===== src/rtl/pulse_train_pkg.sv =====
// Shared state encoding for the pulse-train generator and its helpers.
package pulse_train_pkg;

    typedef enum logic [1:0] {
        ST_IDLE  = 2'd0,
        ST_DELAY = 2'd1,
        ST_HIGH  = 2'd2,
        ST_LOW   = 2'd3
    } state_t;

endpackage


===== src/rtl/pulse_down_counter.sv =====
// W-bit down-counter with synchronous load; stops at zero instead of wrapping.
module pulse_down_counter #(
    parameter int W = 8
) (
    input  logic         clock,
    input  logic         reset_n,
    input  logic         load,
    input  logic         en,
    input  logic [W-1:0] load_val,
    output logic         zero
);

    logic [W-1:0] value;

    always_ff @(posedge clock or negedge reset_n) begin
        if (!reset_n)
            value <= '0;
        else if (load)
            value <= load_val;
        else if (en && value != '0)
            value <= value - W'(1);
    end

    assign zero = (value == '0);

endmodule


===== src/rtl/pulse_train_gen.sv =====
// Programmable burst generator: optional delay, then COUNT pulses of HIGH/LOW cycles,
// with one-shot / auto-repeat operation and synchronous abort.
module pulse_train_gen
    import pulse_train_pkg::*;
#(
    parameter int W = 8
) (
    input  logic         clock,
    input  logic         reset_n,
    input  logic         on,
    input  logic         repeat_en,
    input  logic         abort,
    input  logic [W-1:0] delay,
    input  logic [W-1:0] high,
    input  logic [W-1:0] low,
    input  logic [W-1:0] count,
    output logic         signal,
    output logic         busy,
    output logic         done
);

    // Phase lengths are stored as length-1; a zero length behaves as one cycle.
    function automatic logic [W-1:0] len_m1(input logic [W-1:0] v);
        return (v == '0) ? '0 : v - W'(1);
    endfunction

    state_t       state;
    logic         on_q;
    logic         zero_done;
    logic [W-1:0] h_q;
    logic [W-1:0] l_q;

    logic         phase_zero;
    logic         pulse_zero;
    logic         ph_load;
    logic [W-1:0] ph_val;
    logic         ph_en;
    logic         pc_load;
    logic [W-1:0] pc_val;
    logic         pc_en;

    logic start_ok;
    logic last_fall;
    logic restart;
    logic launch;

    assign start_ok  = (state == ST_IDLE) && on && !on_q && !abort;
    assign last_fall = (state == ST_HIGH) && phase_zero && pulse_zero;
    assign restart   = last_fall && repeat_en && on && !abort;
    assign launch    = start_ok || restart;

    always_comb begin
        ph_load = 1'b0;
        ph_val  = '0;
        if (launch) begin
            ph_load = 1'b1;
            ph_val  = (delay != '0) ? delay - W'(1) : len_m1(high);
        end else if (phase_zero) begin
            case (state)
                ST_DELAY, ST_LOW: begin
                    ph_load = 1'b1;
                    ph_val  = h_q;
                end
                ST_HIGH: begin
                    ph_load = 1'b1;
                    ph_val  = l_q;
                end
                default: ;
            endcase
        end
    end

    assign ph_en   = (state != ST_IDLE);
    assign pc_load = launch;
    assign pc_val  = (count != '0) ? count - W'(1) : '0;
    assign pc_en   = (state == ST_HIGH) && phase_zero;

    pulse_down_counter #(.W(W)) u_phase_cnt (
        .clock    (clock),
        .reset_n  (reset_n),
        .load     (ph_load),
        .en       (ph_en),
        .load_val (ph_val),
        .zero     (phase_zero)
    );

    pulse_down_counter #(.W(W)) u_pulse_cnt (
        .clock    (clock),
        .reset_n  (reset_n),
        .load     (pc_load),
        .en       (pc_en),
        .load_val (pc_val),
        .zero     (pulse_zero)
    );

    // on_q resets high so a level already asserted at reset release cannot fire.
    always_ff @(posedge clock or negedge reset_n) begin
        if (!reset_n) begin
            state     <= ST_IDLE;
            signal    <= 1'b0;
            busy      <= 1'b0;
            done      <= 1'b0;
            on_q      <= 1'b1;
            zero_done <= 1'b0;
            h_q       <= '0;
            l_q       <= '0;
        end else begin
            on_q      <= on;
            done      <= 1'b0;
            zero_done <= 1'b0;
            if (abort) begin
                state  <= ST_IDLE;
                signal <= 1'b0;
                busy   <= 1'b0;
            end else begin
                done <= zero_done;
                case (state)
                    ST_DELAY, ST_LOW: begin
                        if (phase_zero) begin
                            state  <= ST_HIGH;
                            signal <= 1'b1;
                        end
                    end
                    ST_HIGH: begin
                        if (phase_zero) begin
                            signal <= 1'b0;
                            if (pulse_zero) begin
                                done  <= 1'b1;
                                busy  <= 1'b0;
                                state <= ST_IDLE;
                            end else begin
                                state <= ST_LOW;
                            end
                        end
                    end
                    default: ;
                endcase

                // A launch (fresh start or repeat) overrides whatever the case chose.
                if (launch) begin
                    h_q <= len_m1(high);
                    l_q <= len_m1(low);
                    if (count == '0) begin
                        state     <= ST_IDLE;
                        signal    <= 1'b0;
                        busy      <= 1'b0;
                        zero_done <= 1'b1;
                    end else if (delay == '0) begin
                        state  <= ST_HIGH;
                        signal <= 1'b1;
                        busy   <= 1'b1;
                    end else begin
                        state  <= ST_DELAY;
                        signal <= 1'b0;
                        busy   <= 1'b1;
                    end
                end
            end
        end
    end

endmodule

===== config.mk =====
export PLATFORM = sky130hd
export DESIGN_NAME = pulse_train_gen
export DESIGN_NICKNAME = d
export VERILOG_FILES = /design/src/rtl/pulse_train_pkg.sv /design/src/rtl/pulse_down_counter.sv /design/src/rtl/pulse_train_gen.sv
export SDC_FILE = /design/constraint.sdc
export NUM_CORES = 1
export LEC_CHECK = 0
export BUFFER_PORTS_ARGS = -buffer_cell sky130_fd_sc_hd__buf_2
export CORE_UTILIZATION = 55
export CTS_CLUSTER_DIAMETER = 60
export DETAILED_ROUTE_END_ITERATION = 8
export PLACE_DENSITY = 0.78
export SYNTH_ARGS = -nofsm -noshare
export SYNTH_HDL_FRONTEND = slang
export SYNTH_SLANG_ARGS = --single-unit

===== constraint.sdc =====
create_clock -name clock -period 3.6 [get_ports clock]
set_input_delay 0.36 -clock clock [delete_from_list [all_inputs] [get_ports clock]]
set_output_delay 0.36 -clock clock [all_outputs]
set_load 0.01 [all_outputs]

**Yosys cells after proc, flatten, opt, wreduce, memory -nomap -nowiden**

Index checks and enable logic that the tools add are counted.

- Register bits after elaboration: 39
- Latch bits: 0
- Bits in writable memories: 0
- Memory bits (read-only): 0
- Output and inout port bits: 3
- Memories: 0

- $add $sub $neg: 6
- $mul: 0
- Div/mod/pow operators: 0
- $lt $le $gt $ge: 0
- Eq/ne operators: 5
- Shift operators: 0
- Muxes and demuxes: 42
- Bitwise operators: 1
- Reduce and logical (&&, ||, !) cells: 36

Operators with widths:

| kind | number |
|---|---|
| 8-bit 2-to-1 mux | 10 |
| 8-bit logical NOT | 6 |
| 8-bit by 1-bit subtractor with 8-bit output, second input constant | 6 |
| 8-bit nonzero test | 4 |
| 1-bit 2-to-1 mux | 22 |
| 8-bit case mux with 2 select lines | 1 |
| 2-bit 2-to-1 mux | 7 |
| 1-bit logical AND | 10 |
| 3-bit nonzero test | 3 |
| 4-bit != test, second input constant | 2 |
| 3-bit AND reduction | 2 |
| 2-bit nonzero test | 3 |
| 2-bit equality test, second input constant | 2 |
| 2-bit case mux with 2 select lines | 1 |
| 4-bit nonzero test | 1 |
| 3-bit OR reduction | 1 |
| 2-bit by 1-bit equality test with 1-bit output, second input constant | 1 |
| 1-bit logical NOT | 2 |
| 2-bit logical NOT | 1 |
| 1-bit case mux with 2 select lines | 1 |
| 2-bit AND reduction | 1 |
| 2-bit OR reduction | 1 |
| 1-bit logical OR | 1 |
| 1-bit NOT | 1 |

**Longest topological paths before layout**

Gate-level depths: netlist (run 1).

- Depth in word-level cells: 9
- Gate-level depth with buffers: 9

**Hierarchy**

Synthesis (run 1) repeated with hierarchy kept, for this count alone.

- Cell total of the unflattened synthesis: 342
- Area, all modules: 2,920.3 µm²

By module, submodules not included:

| module | instances | cells each | area each (µm²) | seq. area each (µm²) |
|---|---|---|---|---|
| pulse_train_gen | 1 | 216 | 1,816.7 | 576.8 |
| pulse_down_counter at u_pulse_cnt | 1 | 68 | 575.6 | 200.2 |
| pulse_down_counter at u_phase_cnt | 1 | 58 | 528.0 | 200.2 |

**Worst setup path after synthesis (run 1)**

Ideal clock, no wire load.

- Kind: register -> register
- Start point: reg u_phase_cnt.value[0]
- End point: reg u_phase_cnt.value[7]
- Setup time: 0.122 ns
- Data arrival time: 2.156 ns
- Data required time: 3.478 ns
- Path slack: 1.323 ns
- Stages on the path, launching flop included: 10
- Buffers on the path: 2
- Cell sequence: dfrtp_1 inv_1 ha_1 or3b_1 clkbuf_1 nor4_4 a41o_2 buf_6 a21oi_2 a32o_1

- Cells in the longest elaborated chain, start to end: 9
- Elaborated cells on any way between the ends: 17

RTL lines:

| item | RTL line | source |
|---|---|---|
| start: declaration | pulse_down_counter.sv:13 | `logic [W-1:0] value;` |
| start signal: assignment | pulse_down_counter.sv:19 | `value <= load_val;` |
| start signal: assignment | pulse_down_counter.sv:21 | `value <= value - W'(1);` |
| parallel branches: the longest is 9 deep, another holds 8-bit by 1-bit subtractor with 8-bit output | -- |  |

Parallel ways; which one is timed is not known. The select of a mux whose other input is x is not followed.
A chain may end at the register's enable or synchronous reset.

**Final worst setup path (run 1)**

- Start point: reg u_phase_cnt.value[0]
- End point: reg u_pulse_cnt.value[1]

- Cells in the longest elaborated chain, start to end: 8
- Elaborated cells on any way between the ends: 10

RTL lines:

| item | RTL line | source |
|---|---|---|
| 8-bit logical NOT (*) | pulse_down_counter.sv:24 | `assign zero = (value == '0);` |
| 1-bit logical AND (*) | pulse_train_gen.sv:48, pulse_train_gen.sv:76 |  |
| 1-bit logical AND | pulse_train_gen.sv:48 | `assign last_fall = (state == ST_HIGH) && phase_zero && pulse_zero;` |
| 1-bit logical AND (3 in series) | pulse_train_gen.sv:49 | `assign restart = last_fall && repeat_en && on && !abort;` |
| 1-bit logical OR | pulse_train_gen.sv:50 | `assign launch = start_ok \|\| restart;` |
| 8-bit 2-to-1 mux or 2-bit nonzero test (tied branches) | -- |  |
| end signal: assignment | pulse_down_counter.sv:19 |  |
| end signal: assignment | pulse_down_counter.sv:21 |  |
| end: declaration | pulse_down_counter.sv:13 |  |

Mark *: on every way between the ends. The rest lies on a longest branch, timed or not.

==> flow_summary.json, run 1 <==
{
  "row_count": 25,
  "ant_nets": 0,
  "antenna_found_initial": 0,
  "synth_edf_count": 0,
  "antenna_cells": 0,
  "firstDrtPassIters": 5,
  "syn_area_um2": 2774,
  "hold_path.class": "input pin to asynchronous set/reset pin",
  "postRouteWirelength_um": 6211,
  "via_per_inst": 5.943,
  "startpoint_type": "flop",
  "path_depth": 7,
  "fmax_mhz": 362.3,
  "path_max_fanout": 36,
  "max-cap-violations": 0,
  "slew_headroom_pct": 32.49,
  "synth_nets": 371,
  "cts_buffers": 5,
  "grt_pass1_vias": 2467,
  "grt_max_degree": 40,
  "globalplace.congestion": 0.8324,
  "synth_ff_type": "dfrtp_1",
  "cts_resized": 0,
  "start_util_pct": 57.96,
  "whs_ns": 0.1700,
  "grt-ovfl-total": 0,
  "yosysUniqueCellTypes": 55,
  "arrival_ns": 2.97,
  "die_area_um2": 5331,
  "area_delta_synth_final_pct": 11.91,
  "layout_setup_ws_ns": 0.8401,
  "ff2ff_setup_slack_ns": 0.84,
  "ys_seq_area_share_pct": 35.23,
  "grt_pass1_wl_um": 10900,
  "drc": 0,
  "first_iter_violations": 109,
  "report.final.slew_viol_count": 0,
  "cp-end-kind": "flop",
  "vias": 2520,
  "rr_startpoint": "u_phase_cnt.value[0]",
  "cts.path.max_buffers": 2,
  "worst-setup-path-type": "flop to flop",
  "io_pins": 40,
  "drive_gt1_share_pct": 16.81,
  "worst_pin_slew_ns": 1.009,
  "cts_htree_levels": 2,
  "yosys_warnings": 0,
  "cp.required_ns": 3.81,
  "path_cells": "inv_1 > ha_1 > or3b_1 > nor4_4 > a41oi_4 > or3_1 > o21ai_0",
  "cts_setup_buffers": 0,
  "clk_pin_slew_ns": 0.07,
  "fill_cells": 429,
  "syn_inst": 324,
  "clock_latency_ns": 0.29,
  "port_buffers": 39,
  "crit_buf_inv": 1,
  "crit_slowest_cell": "a41oi_4",
  "rr_worst_depth": 7,
  "r2r-end": "u_pulse_cnt.value[1]",
  "dp_slack_ns": 0.8648,
  "ir_drop_mv": 0.3595,
  "wire_per_inst_um": 14.65,
  "finalSetupTns_ns": 0,
  "core_area_um2": 4786,
  "fin_area_um2": 3104,
  "yosys_register_bits": 39,
  "rsz0062_at_grt": "false",
  "crit_path_start": "u_phase_cnt.value[0]",
  "finClkSkew_ns": 0.005034,
  "finalHoldViolCount": 0,
  "p_per_area_nw_per_um2": 434.0,
  "dpl-instance-area_um2": 2972,
  "p_leak_nw": 1.270,
  "avgSynthCellArea_um2": 8.561,
  "root_buffer": "clkbuf_8",
  "die_h_um": 73.02,
  "synthArstFlopShare_pct": 100.0,
  "layout_commonest_cell": "buf_2",
  "crit_path_max_incr_delay_ns": 0.52,
  "grt_util_all_layers_pct": 26.29,
  "clock-sinks": 39,
  "layout_worst_path_cycle_share_pct": 76.66,
  "cts_tree": "yes",
  "final_cell_mix": "buf_2 (39), dfrtp_1 (38), nand2_1 (31), nor2_1 (31), a21oi_1 (27)",
  "status": "complete, no violations",
  "crit_end": "u_pulse_cnt.value[1]",
  "die_x_um": 73.02,
  "cts_hold_buf": 0,
  "setup_viol": 0,
  "dpl.hpwl_um": 4678,
  "utilization_pct": 64.86,
  "min_period_ns": 2.760,
  "crit_family": "simple AND/OR/NAND/NOR gates",
  "nNetsFinal": 403
}
## cell usage after synthesis, drive strengths merged (2+ instances only)
master	number	area [um2]
mux2	3	33.78
nor2	31	116.4
nor3	11	55.05
mux2i	6	60.06
nand3	7	35.03
or4	6	48.80
a21boi	2	15.01
clkbuf	8	30.03
a311oi	2	17.52
a221oi	2	17.52
a41oi	2	36.29
xor2	4	35.03
or3	6	37.54
inv	15	56.30
xnor2	16	140.1
a21oi	28	143.9
nand3b	2	15.01
nor2b	6	37.54
nand2b	3	18.77
buf	7	58.80
a211oi	6	45.04
o31ai	9	67.56
a22oi	5	37.54
nor4b	3	32.53
o21ai	20	100.1
nor3b	6	45.04
nor4	9	71.32
o22ai	4	25.02
ha	10	125.1
nand2	31	116.4
dfrtp	38	950.9
## layer usage
layer	vias to the layer above	routed length (um)	part of all wire (%)	GRT usage (%)
met5	-	0	0	0
met4	0	96	1.5	7.843
met3	10	307	4.9	5.249
met2	84	3122	50	44.75
met1	1180	2685	43	33.63
li1	1246	-	-	-
## logic make-up (layout without fill, tap and decap cells)
logic type	count (synthesis)	count (layout)	share of synthesized area [%]
adders and majority gates	10	10	4.511
and+or+nand+nor	127	127	24.36
AOI/OAI and AO/OA	89	89	20.97
xor gates and xnor gates	20	20	6.315
DFF	39	39	35.23
buffers and inverters	30	63	5.232
muxes	9	9	3.383
## state kept, by name (all words and copies together), names as in the netlist
name,flops
state,2
on_q,1
u_pulse_cnt.value,8
busy,1
l_q,8
done,1
zero_done,1
signal,1
h_q,8
u_phase_cnt.value,8
## how the worst min path moves through the flow
stage / from / to
global route: on / on_q
floorplan: reset_n / busy
detailed placement: zero_done / done
global placement: l_q[4] / l_q[4]
CTS: on / on_q
finish: reset_n / u_pulse_cnt.value[6]
## stage by stage
stage               total power, W  cells
global route              0.001432    424
global placement         0.0009077    416
detailed placement       0.0009193    416
finish                    0.001347    424
CTS                       0.001352    424
floorplan                0.0008208    324
## worst register-to-register path, cell delays in order (launching register included)
cell	delay, ns
dfrtp_1	0.42
inv_1	0.07
ha_1	0.16
or3b_1	0.49
nor4_4	0.46
a41oi_4	0.52
or3_1	0.50
o21ai_0	0.07
## final cells by class
cell class / count / area (um2) / area share, %
clock buffers: 6 / 72.57 / 2.338
clock inverters: 2 / 60.06 / 1.935
inverters: 15 / 56.30 / 1.814
multi-input cells: 255 / 1652 / 53.20
flip-flops and latches: 39 / 977.2 / 31.48
well taps: 67 / 83.83 / 2.701
repair buffers: 40 / 202.7 / 6.530
## report_power, final
| part | internal, W | switching (W) |
|---|---|---|
| combinational | 0.000143 | 0.000175 |
| sequential | 0.000523 | 0.0000780 |
| clock | 0.000277 | 0.000153 |
| total | 0.000942 | 0.000405 |
(Power assumes the default switching activity.)
==> run 2: changes to the inputs <==
--- a/config.mk
+++ b/config.mk
@@ -5,6 +5,7 @@
 export SDC_FILE = /design/constraint.sdc
 export NUM_CORES = 1
 export LEC_CHECK = 0
+export ABC_AREA = 1
 export BUFFER_PORTS_ARGS = -buffer_cell sky130_fd_sc_hd__buf_2
 export CORE_UTILIZATION = 55
 export CTS_CLUSTER_DIAMETER = 60
==> constraint.sdc (replaced) <==
create_clock -name clock -period 2.85 [get_ports clock]
set_input_delay 0.285 -clock clock [delete_from_list [all_inputs] [get_ports clock]]
set_output_delay 0.285 -clock clock [all_outputs]
set_load 0.01 [all_outputs]
==> run 2 against run 1 <==
Against the previous run: worst setup slack lost 0.23 ns; clock power shrank 15%; critical path depth grew 5; cell count grew 32%; die area grew 7.1%; via count grew 18%; sequential power grew 53%; clock skew is essentially flat; register-to-register slack lost 0.23 ns; sequential share of layout area shrank 1.8 points; total power grew 68%; critical path type unchanged; critical endpoint is now u_phase_cnt.value[1].
==> flow_summary.json, run 2 <==
{
  "status": "complete, no violations",
  "p_per_area_nw_per_um2": 688.1,
  "first_iter_violations": 262,
  "cts.path.max_buffers": 2,
  "firstDrtPassIters": 5,
  "dpl-instance-area_um2": 3216,
  "grt_max_degree": 40,
  "finClkSkew_ns": 0.004548,
  "arrival_ns": 2.43,
  "final_cell_mix": "nand2_1 (138), inv_1 (52), nor2_1 (52)",
  "yosys_warnings": 0,
  "ant_nets": 0,
  "whs_ns": 0.09615,
  "core_area_um2": 5172,
  "layout_commonest_cell": "nand2_1",
  "syn_area_um2": 2975,
  "postRouteWirelength_um": 7278,
  "hold_path.class": "input pin to asynchronous set/reset pin",
  "ff2ff_setup_slack_ns": 0.61,
  "synthSimpleGateAreaFrac_pct": 36.80,
  "root_buffer": "clkbuf_8",
  "setup_viol": 0,
  "startpoint_type": "flop",
  "clk_pin_slew_ns": 0.07,
  "nNetsFinal": 536,
  "regArea_um2": 977.2,
  "synth_compound_area_share_pct": 12.74,
  "slew_headroom_pct": 42.34,
  "synth_top_area_cell": "dfrtp_1",
  "drc": 0,
  "cts_buffers": 5,
  "grt_pass1_vias": 2681,
  "critPathMostFrequentCell": "nand2_2",
  "synth_mux_area_share_pct": 0,
  "rsz0062_at_grt": "false",
  "path_max_fanout": 29,
  "vias": 2983,
  "cp.required_ns": 3.04,
  "synth_top_area_share_pct": 31.96,
  "worst-setup-path-type": "flop to flop",
  "globalplace.congestion": 0.9500,
  "dpl.hpwl_um": 5709,
  "cts_tree": "yes",
  "cts_resized": 0,
  "ir_drop_mv": 0.2529,
  "yosys-top-cells-count": "nand2_1 (138), inv_1 (52), nor2_1 (52)",
  "synth_ff_type": "dfrtp_1",
  "via_per_inst": 5.327,
  "synth_edf_count": 0,
  "clock_latency_ns": 0.30,
  "cts_hold_buf": 0,
  "min_period_ns": 2.237,
  "synth_most_common_cell": "nand2_1",
  "report.final.slew_viol_count": 0,
  "grt-ovfl-total": 0,
  "worst_pin_slew_ns": 0.8649,
  "synth_nets": 496,
  "die_x_um": 75.55,
  "drive_gt1_share_pct": 14.29,
  "grt_pass1_wl_um": 12130,
  "yosys_register_bits": 39,
  "ys_seq_area_share_pct": 32.84,
  "syn_inst": 449,
  "antenna_cells": 0,
  "synth_area_leaders": "dfrtp_1 (32%), nand2_1 (17%), o21ai_0 (6.6%)",
  "fmax_mhz": 447.0,
  "fin_area_um2": 3297,
  "start_util_pct": 57.52,
  "cp-end-kind": "flop",
  "synthAdderAreaFrac_pct": 4.205,
  "crit_slowest_cell": "dfrtp_1",
  "antenna_found_initial": 0,
  "io_pins": 40,
  "die_h_um": 75.55,
  "multi_input_area_um2": 1730,
  "cts_htree_levels": 2,
  "yosysUniqueCellTypes": 37,
  "crit_path_max_incr_delay_ns": 0.39,
  "grt_util_all_layers_pct": 28.41,
  "path_cells": "inv_1 > ha_1 > nand2_2 > nor2_8 > nand4_2 > nand2_2 > nand2_2 > buf_4 > o21ai_0 > nand2_1 > nand3_1 > nand2_1",
  "finalSetupTns_ns": 0,
  "fill_cells": 502,
  "die_area_um2": 5708,
  "wire_per_inst_um": 13.00,
  "synth-xor-area-share_pct": 4.415,
  "row_count": 26,
  "synth_top_family_by_area": "simple AND/OR/NAND/NOR gates",
  "max-cap-violations": 0,
  "layout_worst_path_cycle_share_pct": 78.49,
  "finalHoldViolCount": 0,
  "area_delta_synth_final_pct": 10.81,
  "synthArstFlopShare_pct": 100.0,
  "cts_setup_buffers": 0,
  "avgSynthCellArea_um2": 6.627,
  "port_buffers": 39,
  "clock-sinks": 39,
  "p_leak_nw": 1.721
}
==> run 2: cell types whose count changed in the layout (fill, tap and decap cells not counted), moves of 20 or more <==
| cell | previous run | this run |
|---|---|---|
| o21ai_0 | 19 | 39 |
| inv_1 | 15 | 52 |
| nor2_1 | 31 | 52 |
| a21oi_1 | 27 | 7 |
| nand2_1 | 31 | 138 |
| nand3_1 | 7 | 34 |
==> run 2: through the flow <==
| step | total power (W) | util, % | cells | worst slack (ns) |
|---|---|---|---|---|
| global placement | 0.001871 | 62.17 | 552 | 0.7152 |
| detailed placement | 0.001895 | 62.17 | 552 | 0.6538 |
| global route | 0.002484 | 63.74 | 560 | 0.4115 |
| CTS | 0.002263 | 63.74 | 560 | 0.6355 |
| finish | 0.002269 | 63.74 | 560 | 0.6130 |
| floorplan | 0.001642 | - | 449 | 1.081 |
==> run 2: final cells by class <==
| cell class | count | area share, % |
|---|---|---|
| clock buffer | 7 | 2.315 |
| sequential | 39 | 29.64 |
| multi-input combinational | 346 | 52.49 |
| clock inverter | 1 | 0.1518 |
| tap | 70 | 2.657 |
| inverter | 56 | 6.376 |
| timing repair buffer | 41 | 6.376 |
==> run 2: per-layer routing <==
layer	global-route usage [%]	routed length (um)	part of all wire [%]	vias to the layer above
met1	40.10	3532	49	1351
met5	0	0	0	-
met2	44.35	3213	44	102
met3	4.497	373	5.1	13
li1	-	-	-	1517
met4	10.08	160	2.2	0
==> run 2: kinds of logic (layout without fill, tap and decap cells) <==
family,after synthesis,in the layout
compound gates,68,68
xor+xnor,15,15
fa+ha+maj,10,10
buf+inv,64,105
flops,39,39
simple gates,253,253
==> run 2: report_power, final <==
part | internal (W) | switching (W)
sequential | 0.000750 | 0.000171
combinational | 0.000391 | 0.000593
clock | 0.000172 | 0.000192
total | 0.00131 | 0.000956
==> run 2: worst paths after layout <==
kind | startpoint | end | depth (start not counted)
min reg2reg | signal | signal | 2
max reg2reg | u_phase_cnt.value[0] | u_phase_cnt.value[1] | 12
min | reset_n | u_phase_cnt.value[5] | 1
min in group clock | on | on_q | 1
max in group asynchronous | reset_n | u_pulse_cnt.value[6] | 1
max | u_phase_cnt.value[0] | u_phase_cnt.value[1] | 12
==> run 2: critical path: cells and delay by family (launching register included) <==
family                     cells  cell delay, ns
and+or+nand+nor                8            0.97
AOI/OAI and AO/OA              1            0.11
adders and majority gates      1            0.23
DFF                            1            0.39
buffers and inverters          2            0.42
